<file path="config.mk">
export PLATFORM = sky130hd
export DESIGN_NAME = keypad_debounce_arbiter
export DESIGN_NICKNAME = d
export VERILOG_FILES = /design/src/rtl/keypad_debounce_arbiter.sv
export SDC_FILE = /design/constraint.sdc
export NUM_CORES = 1
export LEC_CHECK = 0
export CAP_MARGIN = 20
export CELL_PAD_IN_SITES_DETAIL_PLACEMENT = 1
export CELL_PAD_IN_SITES_GLOBAL_PLACEMENT = 1
export CORE_MARGIN = 10
export CORE_UTILIZATION = 47
export CTS_CLUSTER_DIAMETER = 200
export DETAILED_ROUTE_END_ITERATION = 7
export GPL_TIMING_DRIVEN = 0
export PLACE_DENSITY_LB_ADDON = 0.1
export SLEW_MARGIN = 20
export SYNTH_ARGS = -nofsm -noshare
export SYNTH_HDL_FRONTEND = slang
export SYNTH_SLANG_ARGS = --single-unit
</file>
<file path="constraint.sdc">
create_clock -name clk -period 2.6 [get_ports clk]
set_input_delay 0.39 -clock clk [delete_from_list [all_inputs] [get_ports clk]]
set_output_delay 0.39 -clock clk [all_outputs]
set_load 0.1 [all_outputs]
</file>
<file path="src/rtl/keypad_debounce_arbiter.sv">
// Keypad front end: 2-flop sync, per-key debounce, lowest-index single-owner press arbiter.
// Optional auto-repeat while the owning key stays held: define KEYPAD_AUTO_REPEAT_EN.
module keypad_debounce_arbiter #(
  parameter int NUM_KEYS        = 12,
  parameter int DEBOUNCE_CYCLES = 50000,
  parameter int REPEAT_DELAY    = 25000000,
  parameter int REPEAT_PERIOD   = 5000000
) (
  input  logic                clk,
  input  logic                rst,
  input  logic [NUM_KEYS-1:0] button_sw,
  output logic [NUM_KEYS-1:0] key_stable,
  output logic [NUM_KEYS-1:0] key_pulse,
  output logic                key_valid,
  output logic [3:0]          key_code,
  output logic                key_busy
);

  localparam int CW = $clog2(DEBOUNCE_CYCLES);
  localparam logic [CW-1:0] CNT_MAX = CW'(DEBOUNCE_CYCLES - 1);

  generate
    if (NUM_KEYS < 1 || NUM_KEYS > 16 || DEBOUNCE_CYCLES < 2 ||
        REPEAT_DELAY < 1 || REPEAT_PERIOD < 1) begin : g_bad_params
      $error("keypad_debounce_arbiter: unsupported parameter set");
    end
  endgenerate

  typedef enum logic {S_IDLE, S_HELD} state_t;

  logic [NUM_KEYS-1:0] sync1_q, sync2_q;
  logic [NUM_KEYS-1:0] stable_q, stable_d, stable_prev_q;
  logic [CW-1:0]       cnt_q [NUM_KEYS];
  logic [CW-1:0]       cnt_d [NUM_KEYS];
  logic [NUM_KEYS-1:0] rise;
  logic                rise_any;
  logic [3:0]          rise_idx;

  state_t              state_q;
  logic [NUM_KEYS-1:0] pulse_q;
  logic                valid_q;
  logic [3:0]          code_q;
  logic                busy_q;

  // A mismatch of sync2 against the accepted level must persist for
  // DEBOUNCE_CYCLES consecutive samples; any agreeing sample restarts the count.
  always_comb begin
    stable_d = stable_q;
    for (int i = 0; i < NUM_KEYS; i++) begin
      cnt_d[i] = '0;
      if (sync2_q[i] != stable_q[i]) begin
        if (cnt_q[i] == CNT_MAX) stable_d[i] = sync2_q[i];
        else                     cnt_d[i]    = cnt_q[i] + 1'b1;
      end
    end
  end

  always_ff @(posedge clk) begin
    if (!rst) begin
      sync1_q       <= '0;
      sync2_q       <= '0;
      stable_q      <= '0;
      stable_prev_q <= '0;
      for (int i = 0; i < NUM_KEYS; i++) cnt_q[i] <= '0;
    end else begin
      sync1_q       <= button_sw;
      sync2_q       <= sync1_q;
      stable_q      <= stable_d;
      stable_prev_q <= stable_q;
      cnt_q         <= cnt_d;
    end
  end

  assign rise = stable_q & ~stable_prev_q;

  always_comb begin
    rise_any = |rise;
    rise_idx = '0;
    for (int i = NUM_KEYS - 1; i >= 0; i--) begin
      if (rise[i]) rise_idx = 4'(i);
    end
  end

`ifdef KEYPAD_AUTO_REPEAT_EN
  localparam int TW = $clog2((REPEAT_DELAY > REPEAT_PERIOD ? REPEAT_DELAY : REPEAT_PERIOD) + 1);
  localparam logic [TW-1:0] DELAY_LAST  = TW'(REPEAT_DELAY - 1);
  localparam logic [TW-1:0] PERIOD_LAST = TW'(REPEAT_PERIOD - 1);
  logic [TW-1:0] timer_q;
  logic          repeating_q;
`endif

  // code_q doubles as the owner index while in S_HELD.
  always_ff @(posedge clk) begin
    if (!rst) begin
      state_q     <= S_IDLE;
      pulse_q     <= '0;
      valid_q     <= 1'b0;
      code_q      <= '0;
      busy_q      <= 1'b0;
`ifdef KEYPAD_AUTO_REPEAT_EN
      timer_q     <= '0;
      repeating_q <= 1'b0;
`endif
    end else begin
      pulse_q <= '0;
      valid_q <= 1'b0;
      case (state_q)
        S_IDLE: begin
          if (rise_any) begin
            pulse_q <= NUM_KEYS'(1) << rise_idx;
            valid_q <= 1'b1;
            code_q  <= rise_idx;
            busy_q  <= 1'b1;
            state_q <= S_HELD;
`ifdef KEYPAD_AUTO_REPEAT_EN
            timer_q     <= '0;
            repeating_q <= 1'b0;
`endif
          end
        end
        S_HELD: begin
          if (!stable_q[code_q]) begin
            busy_q  <= 1'b0;
            state_q <= S_IDLE;
`ifdef KEYPAD_AUTO_REPEAT_EN
            timer_q     <= '0;
            repeating_q <= 1'b0;
          end else if (timer_q == (repeating_q ? PERIOD_LAST : DELAY_LAST)) begin
            pulse_q     <= NUM_KEYS'(1) << code_q;
            valid_q     <= 1'b1;
            timer_q     <= '0;
            repeating_q <= 1'b1;
          end else begin
            timer_q <= timer_q + 1'b1;
`endif
          end
        end
        default: state_q <= S_IDLE;
      endcase
    end
  end

  assign key_stable = stable_q;
  assign key_pulse  = pulse_q;
  assign key_valid  = valid_q;
  assign key_code   = code_q;
  assign key_busy   = busy_q;

endmodule

</file>
==> run_results.csv, run 1 <==
group,metric,value,unit
detailed_routing,via_per_inst,5.17,
critical_path,worstSetupEndpointType,"primary output",
global_routing,top_usage_layer,"met2",
die,die_h,170,um
global_routing,gr-usage-met3,0.0276,
critical_path,cp_cell_sequence,"clkdlybuf4s50_1",
critical_path,reg2reg_from,"cnt_q[176]$_SDFF_PP0_",
critical_path,crit_required,2210,ps
global_routing,antenna_found_initial,0,
critical_path,path_delay_family,"buffers and inverters",
critical_path,critical_path_cell_count,1,
yosys,yosysTopAreaCell,"dfxtp_1",
placement,gp_congestion,0.784,
global_routing,grtUsageMet1,0.207,
die,start_util,0.480,
layout,fin_nets,1260,
yosys,netlist_area,10500,um^2
global_routing,overflow,0,
detailed_routing,ant_nets,0,
global_routing,grt_max_degree,15,
global_routing,grt_use_total,0.163,
hold_path,hold_start,"rst",
critical_path,cp_max_fo,4,
timing,drv_slew,0,
placement,portBuffers,42,
yosys,ys_seq_area_frac,0.493,
layout,num-fill-cells,2563,
timing,hold_viol_final,0,
hold_path,hold_end,"cnt_q[114]$_SDFF_PP0_",
yosys,synth_warnings,0,
critical_path,cpPeakStageDelay,1200,ps
run_status,outcome,"completed",
clock_tree,hold_buffers,0,
placement,place_area,11300,um^2
yosys,synth_area_per_cell,9.06,um^2
timing,min_period,2550,ps
timing,fin_ws,53.7,ps
detailed_routing,drc_errors,0,
power_and_ir_drop,finalPower,8.10,mW
detailed_routing,dr.pass1.iters,4,
layout,drive_gt1_frac,0.0526,
critical_path,r2r_slack,300,ps
timing,rsz0062_at_grt,"false",
yosys,synthDistinctLibCells,51,
clock_tree,post_cts_buffers,0,
global_routing,grt_pass1_wl,40200,um
critical_path,r2r_cells,9,
yosys,yosys.area.top_type_share,0.493,
die,row_count,54,
critical_path,reg2reg_to,"cnt_q[185]$_SDFF_PP0_",
detailed_routing,drtIter0Drc,251,
global_routing,grt_util_met2,0.278,
clock_tree,clk_path_buf_depth,3,
timing,setup-violations-final,0,
die,ios,44,
power_and_ir_drop,ir_drop,0.558,mV
yosys,ys_top_cells_by_count,"nor2_1 (261), dfxtp_1 (259), xor2_1 (109)",
placement,post-dp-hpwl,16600,um
hold_path,hold_path.class,"in -> reg",
detailed_routing,routed_wirelength,23600,um
yosys,synth_nets,1187,
die,core_area,21900,um^2
critical_path,cp.arrival,2160,ps
clock_tree,clock-sinks,259,
yosys,synth-edff-count,0,
detailed_routing,wl_per_cell,15.4,um
critical_path,start_kind,"register",
critical_path,criticalPathCategory,"reg -> out",
clock_tree,cts_buffers,29,
layout,diodes,0,
yosys,synth-seq-cells,259,
die,die_width,170,um
yosys,yosys_most_used_dff,"dfxtp_1",
yosys,synthArstFlopShare,0,
clock_tree,clk_latency,550,ps
timing,finalCritPeriodShare,0.979,
timing,relSlewSlack,0.285,
job,drv_cap,0,
clock_tree,cts.clk_slew.worst_paths,60,ps
yosys,synthCells,1161,
placement,dpl_worst_slack,277,ps
yosys,synth_area_leaders,"dfxtp_1 (49%), nor2_1 (9.3%), xor2_1 (9.1%)",
power_and_ir_drop,p_leak,4.30,nW
timing,max_freq,393,MHz
power_and_ir_drop,p_per_area,664,nW/um^2
clock_tree,cts_root_buf,"clkbuf_16",
critical_path,path_buf_inv,1,
hold_path,hold_depth,3,
clock_tree,cts.htree.levels,1,
yosys,synth_most_common_cell,"nor2_1",
critical_path,cp_slowest_cell,"clkdlybuf4s50_1",
detailed_routing,via_count,7942,
die,dieArea,28800,um^2
timing,finClkSkew,18.1,ps
global_routing,grt_pass1_vias,8257,
clock_tree,cts_tree,"yes",
timing,tns,0,ps
timing,worst_pin_slew,1070,ps
layout,design_area,12200,um^2
layout,flow.area_growth_from_synthesis,16.1,%
-- layout by cell type (no fill, tap or decap), types with 3 or more instances in the layout --
| cell | synthesis | routed |
|---|---|---|
| mux2i_1 | 13 | 13 |
| dlygate4sd2_1 | 0 | 14 |
| nand4_1 | 50 | 50 |
| nor3_1 | 24 | 24 |
| ha_1 | 12 | 12 |
| dfxtp_1 | 259 | 259 |
| mux4_2 | 3 | 3 |
| or4_1 | 4 | 4 |
| clkdlybuf4s50_1 | 0 | 27 |
| nand2_1 | 69 | 69 |
| xnor2_1 | 70 | 70 |
| and4_1 | 8 | 8 |
| xor2_1 | 109 | 109 |
| clkbuf_8 | 0 | 5 |
| nor4bb_1 | 4 | 4 |
| nand3_1 | 65 | 65 |
| nor3b_1 | 6 | 6 |
| a21oi_1 | 4 | 4 |
| nand3b_1 | 3 | 3 |
| inv_1 | 31 | 31 |
| clkbuf_16 | 0 | 29 |
| clkinv_2 | 0 | 8 |
| o21ai_0 | 4 | 4 |
| nand2b_1 | 12 | 12 |
| clkbuf_1 | 17 | 23 |
| nor2b_1 | 5 | 5 |
| and2_1 | 35 | 35 |
| nor4_1 | 11 | 11 |
| nor4b_1 | 3 | 3 |
| buf_2 | 5 | 5 |
| or3_1 | 8 | 8 |
| nor2_1 | 261 | 261 |
| and3_1 | 32 | 32 |
-- report_power, final --
part           switching [mW]  internal (mW)  leakage (nW)
Sequential             0.0129           3.99          2.09
Combinational          0.0672         0.0433          1.74
Clock                    1.61           2.38         0.465
-- registers in the layout, summed over array words and instances, names as in the netlist --
signal and cells:
cnt_q 192, key_busy 1, key_code 4, key_pulse 12
key_stable 12, key_valid 1, stable_prev_q 12, state_q 1
sync1_q 12, sync2_q 12
-- kinds of logic after synthesis --
group / after synthesis / synth area share
fa+ha+maj: 12 / 0.0143
simple gates: 612 / 0.283
buf+inv: 59 / 0.0256
mux: 16 / 0.0188
xor+xnor: 179 / 0.149
compound gates: 24 / 0.0158
flops: 259 / 0.493
-- how the worst max path moves through the flow --
stage | startpoint | slack, ps | end
after floorplan | key_stable[11]$_SDFFE_PN0P_ | 320 | key_pulse[2]$_SDFF_PP0_
after global placement | cnt_q[176]$_SDFF_PP0_ | 330 | cnt_q[190]$_SDFF_PP0_
after detailed placement | cnt_q[176]$_SDFF_PP0_ | 280 | cnt_q[190]$_SDFF_PP0_
after CTS | key_code[2]$_SDFFE_PN0P_ | 7 | key_code[2]
after global routing | key_code[3]$_SDFFE_PN0P_ | 30 | key_code[3]
final | key_code[3]$_SDFFE_PN0P_ | 50 | key_code[3]
-- per-layer routing --
layer | part of all wire | vias to the layer above
met2 | 0.48 | 97
li1 | - | 4001
met1 | 0.46 | 3809
met4 | 0.022 | 0
met3 | 0.036 | 35
met5 | 0 | -
-- cell type report --
class                   count  area, um^2  area share
plain buffers              27         149      0.0122
clock buffers              40         817      0.0669
clock inverters            12         116     0.00953
inverters                  32         120     0.00984
multi-input cells         843        5060       0.415
flip-flops and latches    259        5180       0.425
well taps                 280         350      0.0287
repair buffers             42         405      0.0332
-- repair_timing --
action,in CTS,in global routing
gates resized for setup,14,1
cloned,0,0
setup endpoints to repair,14,1
-- worst register-to-register path: cells and delay by family, from the launching register on --
family / cells / cell delay (ps)
adders and majority gates: 1 / 200
buffers and inverters: 3 / 760
and+or+nand+nor: 5 / 870
DFF: 1 / 380
-- through the flow --
stage | util | instances | hold WS [ps]
after floorplan | - | 1161 | 412
after global placement | 0.516 | 1483 | 416
after detailed placement | 0.516 | 1483 | 422
after CTS | 0.557 | 1535 | 189
after global routing | 0.558 | 1535 | 199
final | 0.558 | 1535 | 201
(Power assumes the default switching activity.)
==> inputs of run 2 (changes only) <==
--- a/config.mk
+++ b/config.mk
@@ -12,6 +12,7 @@
 export CORE_UTILIZATION = 47
 export CTS_CLUSTER_DIAMETER = 200
 export DETAILED_ROUTE_END_ITERATION = 7
+export GPL_ROUTABILITY_DRIVEN = 0
 export GPL_TIMING_DRIVEN = 0
 export PLACE_DENSITY_LB_ADDON = 0.1
 export SLEW_MARGIN = 20
==> results of run 2 <==
Same layout as run 1: the final DEF is identical, and so are final timing and power.
